## config.mk

```make
export PLATFORM = sky130hd
export DESIGN_NAME = alu_exec_iter
export DESIGN_NICKNAME = d
export VERILOG_FILES = /design/src/rtl/alu_exec_iter.sv
export SDC_FILE = /design/constraint.sdc
export NUM_CORES = 1
export LEC_CHECK = 0
export ABC_CLOCK_PERIOD_IN_PS = 3300
export BUFFER_PORTS_ARGS = -buffer_cell sky130_fd_sc_hd__buf_2
export CORE_MARGIN = 3
export CORE_UTILIZATION = 40
export DETAILED_ROUTE_END_ITERATION = 8
export SETUP_SLACK_MARGIN = 0.1
export SLEW_MARGIN = 10
export SYNTH_ARGS = -nofsm -noshare
export SYNTH_HDL_FRONTEND = slang
export SYNTH_SLANG_ARGS = --single-unit
```

## constraint.sdc

```tcl
create_clock -name i_clk -period 3.3 [get_ports i_clk]
set_input_delay 0.495 -clock i_clk [delete_from_list [all_inputs] [get_ports i_clk]]
set_output_delay 0.495 -clock i_clk [all_outputs]
set_load 0.03 [all_outputs]
```

## src/rtl/alu_exec_iter.sv

```systemverilog
// alu_exec_iter: iterative RV32I execute unit.
// Logic and arithmetic ops finish one cycle after acceptance. Shifts run
// serially, one bit position per cycle, in the result register. Requests and
// results each pass through a valid/ready handshake.
module alu_exec_iter #(
  parameter int XLEN = 32,
  parameter int SHW  = $clog2(XLEN)
) (
  input  logic            i_clk,
  input  logic            i_rst_n,
  input  logic            i_flush,
  input  logic            i_valid,
  output logic            o_ready,
  input  logic [3:0]      i_alu_op,
  input  logic [XLEN-1:0] i_a,
  input  logic [XLEN-1:0] i_b,
  output logic            o_res_valid,
  input  logic            i_res_ready,
  output logic [XLEN-1:0] o_result,
  output logic            o_illegal,
  output logic            o_busy
);

  typedef enum logic [3:0] {
    OP_ADD  = 4'd0,
    OP_SUB  = 4'd1,
    OP_SLT  = 4'd2,
    OP_SLTU = 4'd3,
    OP_XOR  = 4'd4,
    OP_OR   = 4'd5,
    OP_AND  = 4'd6,
    OP_SLL  = 4'd7,
    OP_SRL  = 4'd8,
    OP_SRA  = 4'd9
  } alu_op_e;

  typedef enum logic [1:0] {
    ST_IDLE  = 2'd0,
    ST_SHIFT = 2'd1,
    ST_DONE  = 2'd2
  } state_e;

  state_e          state_q, state_d;
  logic [3:0]      op_q, op_d;
  logic [XLEN-1:0] result_q, result_d;
  logic [SHW-1:0]  cnt_q, cnt_d;
  logic            illegal_q, illegal_d;

  logic [SHW-1:0]  shamt;
  logic            accept;

  // Single-cycle ops. Compares return a zero-extended 0/1; add/sub wrap.
  function automatic logic [XLEN-1:0] alu_comb(input logic [3:0]      op,
                                               input logic [XLEN-1:0] a,
                                               input logic [XLEN-1:0] b);
    logic signed [XLEN-1:0] a_s;
    logic signed [XLEN-1:0] b_s;
    logic [XLEN-1:0]        r;
    a_s = a;
    b_s = b;
    r   = '0;
    case (op)
      OP_ADD:  r = a + b;
      OP_SUB:  r = a - b;
      OP_SLT:  r = {{(XLEN-1){1'b0}}, (a_s < b_s)};
      OP_SLTU: r = {{(XLEN-1){1'b0}}, (a < b)};
      OP_XOR:  r = a ^ b;
      OP_OR:   r = a | b;
      OP_AND:  r = a & b;
      default: r = '0;
    endcase
    return r;
  endfunction

  // One bit position of a serial shift: SLL fills 0 at the LSB, SRL fills 0
  // at the MSB, SRA replicates the sign bit.
  function automatic logic [XLEN-1:0] shift_step(input logic [3:0]      op,
                                                 input logic [XLEN-1:0] v);
    logic signed [XLEN-1:0] v_s;
    logic [XLEN-1:0]        r;
    v_s = v;
    case (op)
      OP_SLL:  r = {v[XLEN-2:0], 1'b0};
      OP_SRL:  r = {1'b0, v[XLEN-1:1]};
      OP_SRA:  r = v_s >>> 1;
      default: r = v;
    endcase
    return r;
  endfunction

  function automatic logic is_shift(input logic [3:0] op);
    return (op == OP_SLL) || (op == OP_SRL) || (op == OP_SRA);
  endfunction

  function automatic logic is_legal(input logic [3:0] op);
    return op <= OP_SRA;
  endfunction

  assign shamt  = i_b[SHW-1:0];
  assign accept = i_valid && (state_q == ST_IDLE) && !i_flush;

  // Next-state and datapath update; flush overrides everything and clears the counter.
  always_comb begin
    state_d   = state_q;
    op_d      = op_q;
    result_d  = result_q;
    cnt_d     = cnt_q;
    illegal_d = illegal_q;
    if (i_flush) begin
      state_d = ST_IDLE;
      cnt_d   = '0;
    end else begin
      case (state_q)
        ST_IDLE: begin
          if (accept) begin
            op_d = i_alu_op;
            if (!is_legal(i_alu_op)) begin
              result_d  = '0;
              illegal_d = 1'b1;
              state_d   = ST_DONE;
            end else if (is_shift(i_alu_op)) begin
              illegal_d = 1'b0;
              result_d  = i_a;
              if (shamt == '0) begin
                state_d = ST_DONE;
              end else begin
                cnt_d   = shamt;
                state_d = ST_SHIFT;
              end
            end else begin
              illegal_d = 1'b0;
              result_d  = alu_comb(i_alu_op, i_a, i_b);
              state_d   = ST_DONE;
            end
          end
        end
        ST_SHIFT: begin
          result_d = shift_step(op_q, result_q);
          cnt_d    = cnt_q - SHW'(1);
          if (cnt_q == SHW'(1)) begin
            state_d = ST_DONE;
          end
        end
        ST_DONE: begin
          if (i_res_ready) begin
            state_d = ST_IDLE;
          end
        end
        default: begin
          state_d = ST_IDLE;
          cnt_d   = '0;
        end
      endcase
    end
  end

  // State, operands and result registers; reset discards any operation in flight.
  always_ff @(posedge i_clk or negedge i_rst_n) begin
    if (!i_rst_n) begin
      state_q   <= ST_IDLE;
      op_q      <= '0;
      result_q  <= '0;
      cnt_q     <= '0;
      illegal_q <= 1'b0;
    end else begin
      state_q   <= state_d;
      op_q      <= op_d;
      result_q  <= result_d;
      cnt_q     <= cnt_d;
      illegal_q <= illegal_d;
    end
  end

  assign o_ready     = (state_q == ST_IDLE);
  assign o_busy      = (state_q != ST_IDLE);
  assign o_res_valid = (state_q == ST_DONE);
  assign o_result    = result_q;
  assign o_illegal   = illegal_q;

endmodule
```

==> metrics.yaml <==
status: "finished, final reports clean"
core_sq_mm: 0.01889
area_delta_synth_final_pct: 20.62
io_pins: 109
synthAdderAreaFrac_pct: 17.43
synth-simple-area-share_pct: 17.29
fp.dieH_um: 145.3
hp-class: "input pin to asynchronous set/reset pin"
power_mw: 3.014
whs_ns: 0.4063
rsz0062_at_grt: "yes"
cts_inserted_buffers: 5
gr-total-overflow: 0
critPathCaptureType: "flop"
yosys_warnings: 0
p_leak_nw: 4.563
worstMarginPinSlew_ns: 1.099
cts.path.max_buffers: 2
drc: 0
postSynthCellCount: 1059
max_stage_delay_ns: 0.49
grt_pass1_vias: 8203
slowest_stage: "a2111oi_4"
avgSynthCellArea_sq_um: 7.334
ir_drop_uv: 185.8
synth-compound-area-share_pct: 31.26
synth_area_sq_mm: 0.007766
synth_cell_types: 72
stdcell_count: 1477
grt_pass1_wl_um: 45200
wl_met3_um: 2168
critPathTopFamily: "compound AO/OA/AOI/OAI gates"
root_buffer: "clkbuf_16"
vias_per_cell: 5.884
synth-seq-cells: 44
grt_max_degree: 46
async_flop_share_pct: 100.0
worstSetupStartpointType: "input pin"
synth.mux.area_fraction_pct: 7.782
first_iter_violations: 788
fin_area_sq_mm: 0.009368
finalWeightedCongestion: 1.003
required_ns: 3.54
cts_sinks: 44
synth_common_cells: "a21oi_1, ha_1, inv_1"
antenna_found_initial: 0
synth_top_area_cell: "ha_1"
post-synth-top-count-cell: "a21oi_1"
relSlewSlack_pct: 26.72
grt_usage_pct: 25.88
drv_cap: 0
finalCritPeriodShare_pct: 94.07
vias: 8690
layout_setup_ws_ns: 0.1956
crit_arrival_ns: 3.34
clock.fmax_mhz: 322.1
cts_tree: "done"
ys_top_cells_by_area: "ha_1, dfrtp_1, mux2i_1"
cp_cell_sequence: "buf_2 -> inv_1 -> ha_2 -> inv_1 -> fa_1 -> nor2b_1 -> o21a_1 -> nor3_2 -> o21ai_2 -> a21bo_2 -> a2111oi_4 -> o311ai_2 -> nor4_1 -> a211o_1"
met2WireLength_um: 12560
rows: 50
dp_hpwl_um: 22500
layout-drive-gt1-share_pct: 20.54
cp_common_cell: "inv_1"
die-area_sq_mm: 0.02112
die_width_um: 145.3
synth_fp_nets: 1239
synth_top_family_by_area: "compound AO/OA/AOI/OAI gates"
wirelength_um: 28620
placed_cells: 1468
fin_skew_ns: 0.005315
critPathKind: "input pin to flop"
slew_viol_final: 0
post-route-min-period_ns: 3.104
htree_levels: 2
wl_met1_um: 13140
portBuffers: 108
cts.clk_slew.worst_paths_ns: 0.07
power_density_mw_per_mm2: 321.7
wl_per_cell_um: 19.38
yosys.area.top_type_share_pct: 16.92
cp_max_fo: 3
cp.buffers_inverters: 3
ant_nets: 0
drt-pass1-iter-count: 6
dpl_cell_area_sq_mm: 0.009171
post-place-ws_ns: -0.09584
ctsHoldBuffers: 0
clock_latency_ns: 0.30
n_fill_cell: 1964
hold_viol: 0
initial_core_util_pct: 41.11
antenna_cells: 0
synth_xor_area_share_pct: 3.609
nets: 1396
maxUsedRoutingLayer: "met4"
setup_viol: 0
synth_flop_cell: "dfrtp_1"
synth-seq-area-share_pct: 14.18
synth-edff-count: 0
[cells in the final DEF, fill, tap and decap left out, types with 6 or more instances in the layout]
cell type  count
o41ai_1        7
o221ai_1      14
ha_1         103
o211ai_1      13
o21a_1        12
nor4_1         9
a21oi_1      108
inv_1        102
a21o_1        15
nand2_1       82
buf_2        108
o21ai_0       65
nor2_1        65
buf_4        108
nor3_1        42
nor2b_1       12
a221oi_1      15
o21bai_1       8
xnor2_1       27
o22ai_1       27
nand3_1       18
nand4_1        7
a211oi_1       7
o31ai_1       10
nor3b_1        7
a31oi_1        8
nand2b_1       7
a22oi_1        6
dfrtp_1       44
mux2i_1       57
[layout make-up]
| cell class | instances | area (sq um) | area share (%) |
|---|---|---|---|
| well taps | 260 | 325.3 | 3.473 |
| clock inverters | 1 | 7.507 | 0.08014 |
| clock buffers | 7 | 142.6 | 1.523 |
| inverters | 102 | 382.9 | 4.087 |
| repair buffers | 216 | 1351 | 14.43 |
| multi-input cells | 847 | 6057 | 64.66 |
| flip-flops and latches | 44 | 1101 | 11.75 |
[metal layers]
layer / GRT usage [%] / vias up
met1: 37.45 / 4123
met2: 40.08 / 355
li1: - / 4162
met4: 7.407 / 0
met5: 0 / -
met3: 3.862 / 50
[worst paths after layout]
check / endpoint / startpoint / cells past startpoint / slack (ns)
min in group i_clk: state_q[1] / i_flush / 2 / 0.43
min reg2reg: o_illegal / o_illegal / 2 / 0.49
max in group asynchronous: o_result[23] / i_rst_n / 1 / 2.23
max: o_result[28] / i_a[0] / 14 / 0.20
min: o_result[6] / i_rst_n / 1 / 0.41
max reg2reg: o_result[26] / state_q[1] / 7 / 0.75
[repair_timing]
action	4_1_cts	5_1_grt
resized for setup	0	11
setup buffers	0	1
setup endpoints to repair	0	5
[where the power goes]
group	total, mW	internal (mW)	leakage [nW]	switching (mW)
clock	0.550	0.303	0.0701	0.247
sequential	0.760	0.632	0.569	0.128
combinational	1.70	0.673	3.92	1.03
total	3.01	1.61	4.56	1.41
[through the flow]
step | setup TNS, ns | utilization, %
after detailed placement | -0.3065 | 48.54
after global routing | 0 | 49.58
after global placement | -0.1487 | 48.54
final | 0 | 49.58
after CTS | 0 | 49.34
after floorplan | 0 | -
[kinds of logic (layout without fill, tap and decap cells)]
family                   count (synthesis)  count (layout)
AO/OA/AOI/OAI                          368             368
XOR/XNOR                                32              32
adder cells (fa/ha/maj)                107             107
buffers and inverters                  168             326
flip-flops                              44              44
multiplexers                            60              60
AND/OR/NAND/NOR                        280             280
[sequential cells by signal, summed over array words and instances (netlist names)]
| name | count |
|---|---|
| cnt_q | 5 |
| o_illegal | 1 |
| o_result | 32 |
| state_q | 2 |
| op_q | 4 |
No activity file was read; power rests on OpenSTA's default activity.
